[config.mk]
export PLATFORM = sky130hd
export DESIGN_NAME = regfile_bwm
export DESIGN_NICKNAME = d
export VERILOG_FILES = /design/src/rtl/regfile_bwm.sv
export SDC_FILE = /design/constraint.sdc
export NUM_CORES = 2
export LEC_CHECK = 0
export CAP_MARGIN = 30
export CORE_ASPECT_RATIO = 0.75
export CORE_MARGIN = 2
export CORE_UTILIZATION = 60
export CTS_CLUSTER_SIZE = 30
export DETAILED_ROUTE_END_ITERATION = 12
export PLACE_DENSITY = 0.77
export SETUP_SLACK_MARGIN = 0.05
export SLEW_MARGIN = 20
export SYNTH_ARGS = -nofsm -noshare
export SYNTH_HDL_FRONTEND = slang
export SYNTH_SLANG_ARGS = --single-unit
[constraint.sdc]
create_clock -name clk -period 7.95 [get_ports clk]
set_input_delay 1.1925 -clock clk [delete_from_list [all_inputs] [get_ports clk]]
set_output_delay 1.1925 -clock clk [all_outputs]
set_load 0.005 [all_outputs]
[src/rtl/regfile_bwm.sv]
// regfile_bwm: 2-read / 1-write general-purpose register file.
// Features: per-byte write mask, registered reads with same-cycle write
// bypass, an optional hard-wired zero register, and a sequential clear
// engine that zeroes every entry after reset or when clr is requested.
module regfile_bwm #(
    parameter int DATA_W   = 64,
    parameter int ADDR_W   = 5,
    parameter int ZERO_REG = 1
) (
    input  logic                clk,
    input  logic                srst,
    input  logic                clr,
    output logic                ready,
    input  logic                reg_write,
    input  logic [ADDR_W-1:0]   w_addr,
    input  logic [DATA_W-1:0]   w_data,
    input  logic [DATA_W/8-1:0] w_mask,
    input  logic [ADDR_W-1:0]   r_addr1,
    input  logic [ADDR_W-1:0]   r_addr2,
    output logic [DATA_W-1:0]   r_data1,
    output logic [DATA_W-1:0]   r_data2
);

    localparam int DEPTH  = 2 ** ADDR_W;
    localparam int NBYTES = DATA_W / 8;

    typedef enum logic {
        ST_CLEAR = 1'b0,
        ST_READY = 1'b1
    } state_t;

    state_t              state_reg, state_next;
    logic [ADDR_W-1:0]   ptr_reg, ptr_next;

    logic                wr_en;
    logic                zero_hit1, zero_hit2;
    logic [DATA_W-1:0]   rd1_merged, rd2_merged;
    logic [DATA_W-1:0]   rd1_next, rd2_next;

    assign ready = (state_reg == ST_READY);

    // A write only lands when the array is usable; address 0 is read-only
    // when it is hard-wired to zero. Dropping it here also kills its bypass.
    assign wr_en = ready && reg_write &&
                   !((ZERO_REG != 0) && (w_addr == '0));

    assign zero_hit1 = (ZERO_REG != 0) && (r_addr1 == '0);
    assign zero_hit2 = (ZERO_REG != 0) && (r_addr2 == '0);

    // Clear-engine state and sweep pointer; reset restarts the sweep at 0.
    always_ff @(posedge clk or posedge srst) begin
        if (srst) begin
            state_reg <= ST_CLEAR;
            ptr_reg   <= '0;
        end else begin
            state_reg <= state_next;
            ptr_reg   <= ptr_next;
        end
    end

    // Next-state: sweep one entry per cycle, return to READY after the last.
    always_comb begin
        state_next = state_reg;
        ptr_next   = ptr_reg;
        case (state_reg)
            ST_CLEAR: begin
                ptr_next = ptr_reg + 1'b1;
                if (ptr_reg == {ADDR_W{1'b1}}) begin
                    state_next = ST_READY;
                end
            end
            ST_READY: begin
                if (clr) begin
                    state_next = ST_CLEAR;
                    ptr_next   = '0;
                end
            end
            default: begin
                state_next = ST_CLEAR;
                ptr_next   = '0;
            end
        endcase
    end

    // One byte-wide storage lane per mask bit, so each byte has its own
    // write enable. The lanes carry no reset; the sweep initialises them.
    for (genvar gi = 0; gi < NBYTES; gi++) begin : g_lane
        logic [7:0] lane_mem [DEPTH];
        logic [7:0] lane_rd1, lane_rd2;
        logic       lane_we;

        assign lane_we  = wr_en && w_mask[gi];
        assign lane_rd1 = lane_mem[r_addr1];
        assign lane_rd2 = lane_mem[r_addr2];

        // Sweep writes zero at the pointer; otherwise a masked-in byte write.
        always_ff @(posedge clk) begin
            if (!ready) begin
                lane_mem[ptr_reg] <= 8'h00;
            end else if (lane_we) begin
                lane_mem[w_addr] <= w_data[8*gi +: 8];
            end
        end

        // Bypass per byte: a read of the address being written sees the
        // incoming byte only where the mask enables it.
        assign rd1_merged[8*gi +: 8] = (lane_we && (w_addr == r_addr1)) ?
                                       w_data[8*gi +: 8] : lane_rd1;
        assign rd2_merged[8*gi +: 8] = (lane_we && (w_addr == r_addr2)) ?
                                       w_data[8*gi +: 8] : lane_rd2;
    end

    assign rd1_next = zero_hit1 ? '0 : rd1_merged;
    assign rd2_next = zero_hit2 ? '0 : rd2_merged;

    // Registered read ports; forced to zero under reset and during a sweep.
    always_ff @(posedge clk or posedge srst) begin
        if (srst) begin
            r_data1 <= '0;
            r_data2 <= '0;
        end else if (!ready) begin
            r_data1 <= '0;
            r_data2 <= '0;
        end else begin
            r_data1 <= rd1_next;
            r_data2 <= rd2_next;
        end
    end

endmodule

-- Word-level counts from Yosys, hierarchy flattened
Memories as Yosys holds them, arrays and structs flattened.
Cells that the tools add are included.
- flip-flop bits (word level): 134
- RAM bits: 2048
- input port bits: 91
- output and inout bits: 129
- word-level logic and storage cells: 130
- memories kept: 8
- $add $sub $neg: 1
- equal/unequal tests: 4
- muxes and demuxes: 74
- bitwise logic cells: 1
- reductions and logical operators: 38
- memory list (memory ; depth ; bits a word ; read ports ; clocked after memory_dff ; wr ports ; line ; RTL):
    g_lane[0].lane_mem ; 32 ; 8 ; 2 ; 0 ; 1 ; 88 ; logic [7:0] lane_mem [DEPTH];
    g_lane[1].lane_mem ; 32 ; 8 ; 2 ; 0 ; 1 ; 88 ;
    g_lane[2].lane_mem ; 32 ; 8 ; 2 ; 0 ; 1 ; 88 ;
    g_lane[3].lane_mem ; 32 ; 8 ; 2 ; 0 ; 1 ; 88 ;
    g_lane[4].lane_mem ; 32 ; 8 ; 2 ; 0 ; 1 ; 88 ;
    g_lane[5].lane_mem ; 32 ; 8 ; 2 ; 0 ; 1 ; 88 ;
    2 more memories ; n/a ; n/a ; n/a ; n/a ; n/a ; n/a ;
- operators by type and width (operator ; count):
    2-to-1 mux 64 bit ; 4
    2-to-1 mux 8 bit ; 24
    OR reduction 8 bit ; 8
    2-to-1 mux 5 bit ; 9
    2-to-1 mux 1 bit ; 35
    logical AND 1 bit ; 26
    logical NOT 5 bit ; 3
    == test 5 bit ; 2
    one-hot mux 5 bit (2 select lines) ; 1
    adder 5 x 1 -> 5 bit, second input constant ; 1
    == test 5 bit, second input constant ; 1
    != test 2 bit, second input constant ; 1
    one-hot mux 1 bit (2 select lines) ; 1
    logical NOT 1 bit ; 1
    inverter 1 bit ; 1

-- Longest topological paths before layout
- depth after elaboration: 9
- gate-level depth with buffers: 11
- depth with buffers taken out: 5

-- Least setup slack after synthesis
No wires, ideal clock.
- path type: input to register
- from: input w_addr[4]
- to: memory g_lane[3].lane_mem[25][0], enable pin
- library setup time: 0.370 ns
- data arrival time: 3.136 ns
- required time: 7.580 ns
- path slack: 4.444 ns
- stages on the path: 9
- path buffers: 4
- cells stage by stage: clkbuf_1 -> nor3_1 -> buf_2 -> a21oi_1 -> clkbuf_1 -> buf_2 -> nor2_1 -> a21oi_1 -> nor2_1
- longest elaborated chain between the ends: 9
- elaborated cells on any way between the ends: 10
- those cells by class: mux (5); reduce/logical (5)
- RTL lines (what ; line ; RTL):
    start: declaration ; 15 ; input logic [ADDR_W-1:0] w_addr,
    logical NOT 5 bit ; 45 ; !((ZERO_REG != 0) && (w_addr == '0));
    logical NOT 1 bit ; 45 ;
    logical AND 1 bit ; 44 ; assign wr_en = ready && reg_write &&
    logical AND 1 bit ; 92 ; assign lane_we = wr_en && w_mask[gi];
    2-to-1 mux 1 bit ; 100 ; end else if (lane_we) begin
    2-to-1 mux 1 bit ; 98 ; if (!ready) begin
    2-to-1 mux 1 bit (implied by the code) ; 101 ; lane_mem[w_addr] <= w_data[8*gi +: 8];
    OR reduction 8 bit (no source line) ; n/a ;
    2-to-1 mux 5 bit (no source line) or 2-to-1 mux 1 bit (tied branches) ; n/a ;
    end: declaration ; 88 ;
Parallel ways exist; a longest one is shown, timed or not.

-- Final worst setup path
- from: input reg_write
- to: memory g_lane[1].lane_mem[18][6], enable pin
- longest elaborated chain between the ends: 8
- elaborated cells on any way between the ends: 9
- those cells by class: mux (5); reduce/logical (4)
- RTL lines (what ; line ; RTL):
    start: declaration ; 14 ; input logic reg_write,
    logical AND 1 bit (*) (2 in a row) ; 44 ;
    logical AND 1 bit (*) ; 92 ;
    2-to-1 mux 1 bit (*) ; 100 ;
    2-to-1 mux 1 bit (*) ; 98 ;
    2-to-1 mux 1 bit (implied by the code) (*) ; 101 ;
    OR reduction 8 bit (no source line) ; n/a ;
    2-to-1 mux 5 bit (no source line) or 2-to-1 mux 1 bit (tied branches) ; n/a ;
    end: declaration ; 88 ;
Mark *: on every way between the ends. The rest lies on a longest branch, timed or not.

==> results.toml <==
[outcome]
status = "finished, final reports clean"

[place]
place_congestion = 0.8978
place_ws_ns = 2.833
port_buffers = 219
hpwlAfterDp_mm = 191.0

[finish]
regMostFlops = "g_lane.lane_mem"
fill_cells = 10300
seq_area_mm2 = 0.06486
largest_register_ff_count = 2048
multi_input_area_mm2 = 0.03477
nets = 5661
layout-drive-gt1-share_pct = 29.85
fin_util_pct = 67.94
area_delta_synth_final_pct = 12.21
reg_top3 = "g_lane.lane_mem: 2048 flops, r_data1: 64 flops, r_data2: 64 flops"

[routing]
route.detailed.drc = 0
dr_total_vias = 60560
dr.pass1.iters = 11
via_per_inst = 7.572
wl_per_cell_um = 37.37
detail-route-antenna-nets = 0
drtIter0Drc = 11450
drt-total-wl_mm = 298.9

[die]
die-width_um = 479.0
initial_core_util_pct = 60.55
dieArea_mm2 = 0.1726
io_pins = 220
core_mm2 = 0.1677
die_y_um = 360.3
fp-row-count = 130

[cts]
cts_max_level = 4
root_buffer = "clkbuf_16"
cts_tree = "built"
path_clk_slew_ns = 0.06
numCtsBuffers = 203
postCtsSetupRepairBufs = 0
clockBufferDepth = 3
cts_sinks = 2182
clk_latency_ns = 0.85
ctsResizeCount = 0
hold_buffers = 0

[yosys]
syn_inst = 5291
synth_edf_count = 2048
avgSynthCellArea_um2 = 19.19
synth_top_area_cell = "edfxtp_1"
synth_top_family_by_area = "multiplexers"
synth.net_count = 5384
synth_simple_gate_area_share_pct = 3.106
synth_xor_xnor_area_share_pct = 0.09488
synth_compound_area_share_pct = 3.999
synth-seq-area-share_pct = 63.87
synth.most_common_cell = "edfxtp_1"
synth_top_area_share_pct = 60.57
synth_warnings = 0
synth_commonest_cells = "2,048 x edfxtp_1, 1,044 x mux4_2, 341 x mux2i_1, 341 x nor2_1, 188 x clkbuf_1"
yosys-top-cells-area = "edfxtp_1 61%, mux4_2 23%, mux2i_1 3.4%, dfrtp_1 3.3%, o221ai_1 1.4%"
muxShareOfSynthArea_pct = 26.82
syn_area_mm2 = 0.1015
synth-async-reset-ratio_pct = 6.141
synth_cell_types = 59
yosys.area_share.adder_pct = 0.02464
yosys_register_bits = 2182
synth_ff_type = "edfxtp_1"

[sta]
period_share_pct = 55.77
fin_skew_ns = 0.03081
finalHoldViolations = 0
rsz0062_at_grt = "false"
fmax_ghz = 0.2256
fin_tns_setup_ns = 0
worst-slew-pin-transition_ns = 1.134
relSlewSlack_pct = 24.15
setup_viol = 0
finalWorstSetupSlack_ns = 3.517
slew_viol_final = 0
min_period_ns = 4.433

[critical_path]
crit_path_start = "reg_write"
r2r_start = "ready"
crit_fanout = 15
arrival_ns = 4.91
r2r_cells = 7
cp-endpoint = "g_lane[1].lane_mem[18][6]"
r2r-end = "g_lane[5].lane_mem[16][1]"
required_ns = 8.43
worstSetupPathType = "primary input to register"
end_kind = "register"
cp-start-kind = "primary input"
reg2reg_slack_ns = 3.78

[global_route]
grt_overflow = 0
grt_pass1_vias = 59590
antenna_found_initial = 15
track_usage_pct = 34.77
grt_max_degree = 133
grt_pass1_wl_mm = 427.0

[pwr]
vdd_drop_max_mv = 0.2408
powerDensity_mw_per_mm2 = 261.6
leakage_nw = 38.11

[hold_path]
worstHoldPathType = "register to register"

[flow_run]
drv_cap = 0
## layout by cell type (no fill, tap or decap), types with 59 or more instances in the layout
cell / n
dfrtp_1: 133
mux2i_1: 341
o221ai_1: 159
clkbuf_16: 210
nor2_1: 323
o22ai_1: 77
nand3_1: 59
clkdlybuf4s50_1: 209
mux4_2: 1044
a21oi_1: 167
edfxtp_1: 2048
buf_4: 194
## per-stage QoR
stage | instance area [um^2] | std cells | hold WS (ns) | total power, mW
2_1_floorplan | 101500 | 5291 | 0.5547 | 17.67
3_3_place_gp | 105700 | 7462 | 0.6603 | 19.54
3_5_place_dp | 106700 | 7557 | 0.6979 | 19.88
4_1_cts | 113400 | 7936 | 0.7247 | 29.56
5_1_grt | 113900 | 7992 | 0.7768 | 30.48
6_report | 113900 | 7998 | 0.7429 | 29.80
## cell type report
| type | instances | area share (%) |
|---|---|---|
| flip-flops and latches | 2182 | 56.92 |
| inverters | 32 | 0.1142 |
| repair buffers | 479 | 4.119 |
| clock buffers | 267 | 4.923 |
| diodes | 12 | 0.02636 |
| well taps | 2244 | 2.464 |
| clock inverters | 112 | 0.9071 |
| multi-input cells | 2670 | 30.52 |
## worst max-delay path: stages
cell,delay [ns]
clkdlybuf4s50_1,1.03
nand3_1,0.33
a21oi_2,0.42
buf_6,0.26
mux2i_1,0.68
nand2_1,0.24
nor2_1,0.73
## worst min-delay path by stage
stage                          start          to  slack, ns  cells past startpoint
after global routing      ptr_reg[1]  ptr_reg[1]       0.78                      2
after detailed placement  ptr_reg[1]  ptr_reg[1]       0.70                      2
after global placement    ptr_reg[1]  ptr_reg[1]       0.66                      2
final                     ptr_reg[1]  ptr_reg[1]       0.74                      2
after floorplan           ptr_reg[0]  ptr_reg[0]       0.55                      1
after CTS                 ptr_reg[1]  ptr_reg[1]       0.72                      2
## power breakdown
part	switching, mW	leakage (nW)	internal, mW
registers	0.584	20.8	13.9
clock network	4.31	3.27	5.54
logic	3.40	14.0	2.03
## routing by layer
layer	track usage [%]	vias to the layer above	wire length, um
li1	-	23270	-
met1	49.37	31230	104400
met2	50.37	5244	134400
met3	11.42	799	46190
met4	14.33	14	13780
met5	0.1110	-	81
## logic make-up after synthesis
family	after synthesis
flops	2182
simple gates	670
fa+ha+maj	2
mux	1412
buf+inv	439
compound gates	575
xor+xnor	11
Note: power is estimated with default switching activity, not from simulation.
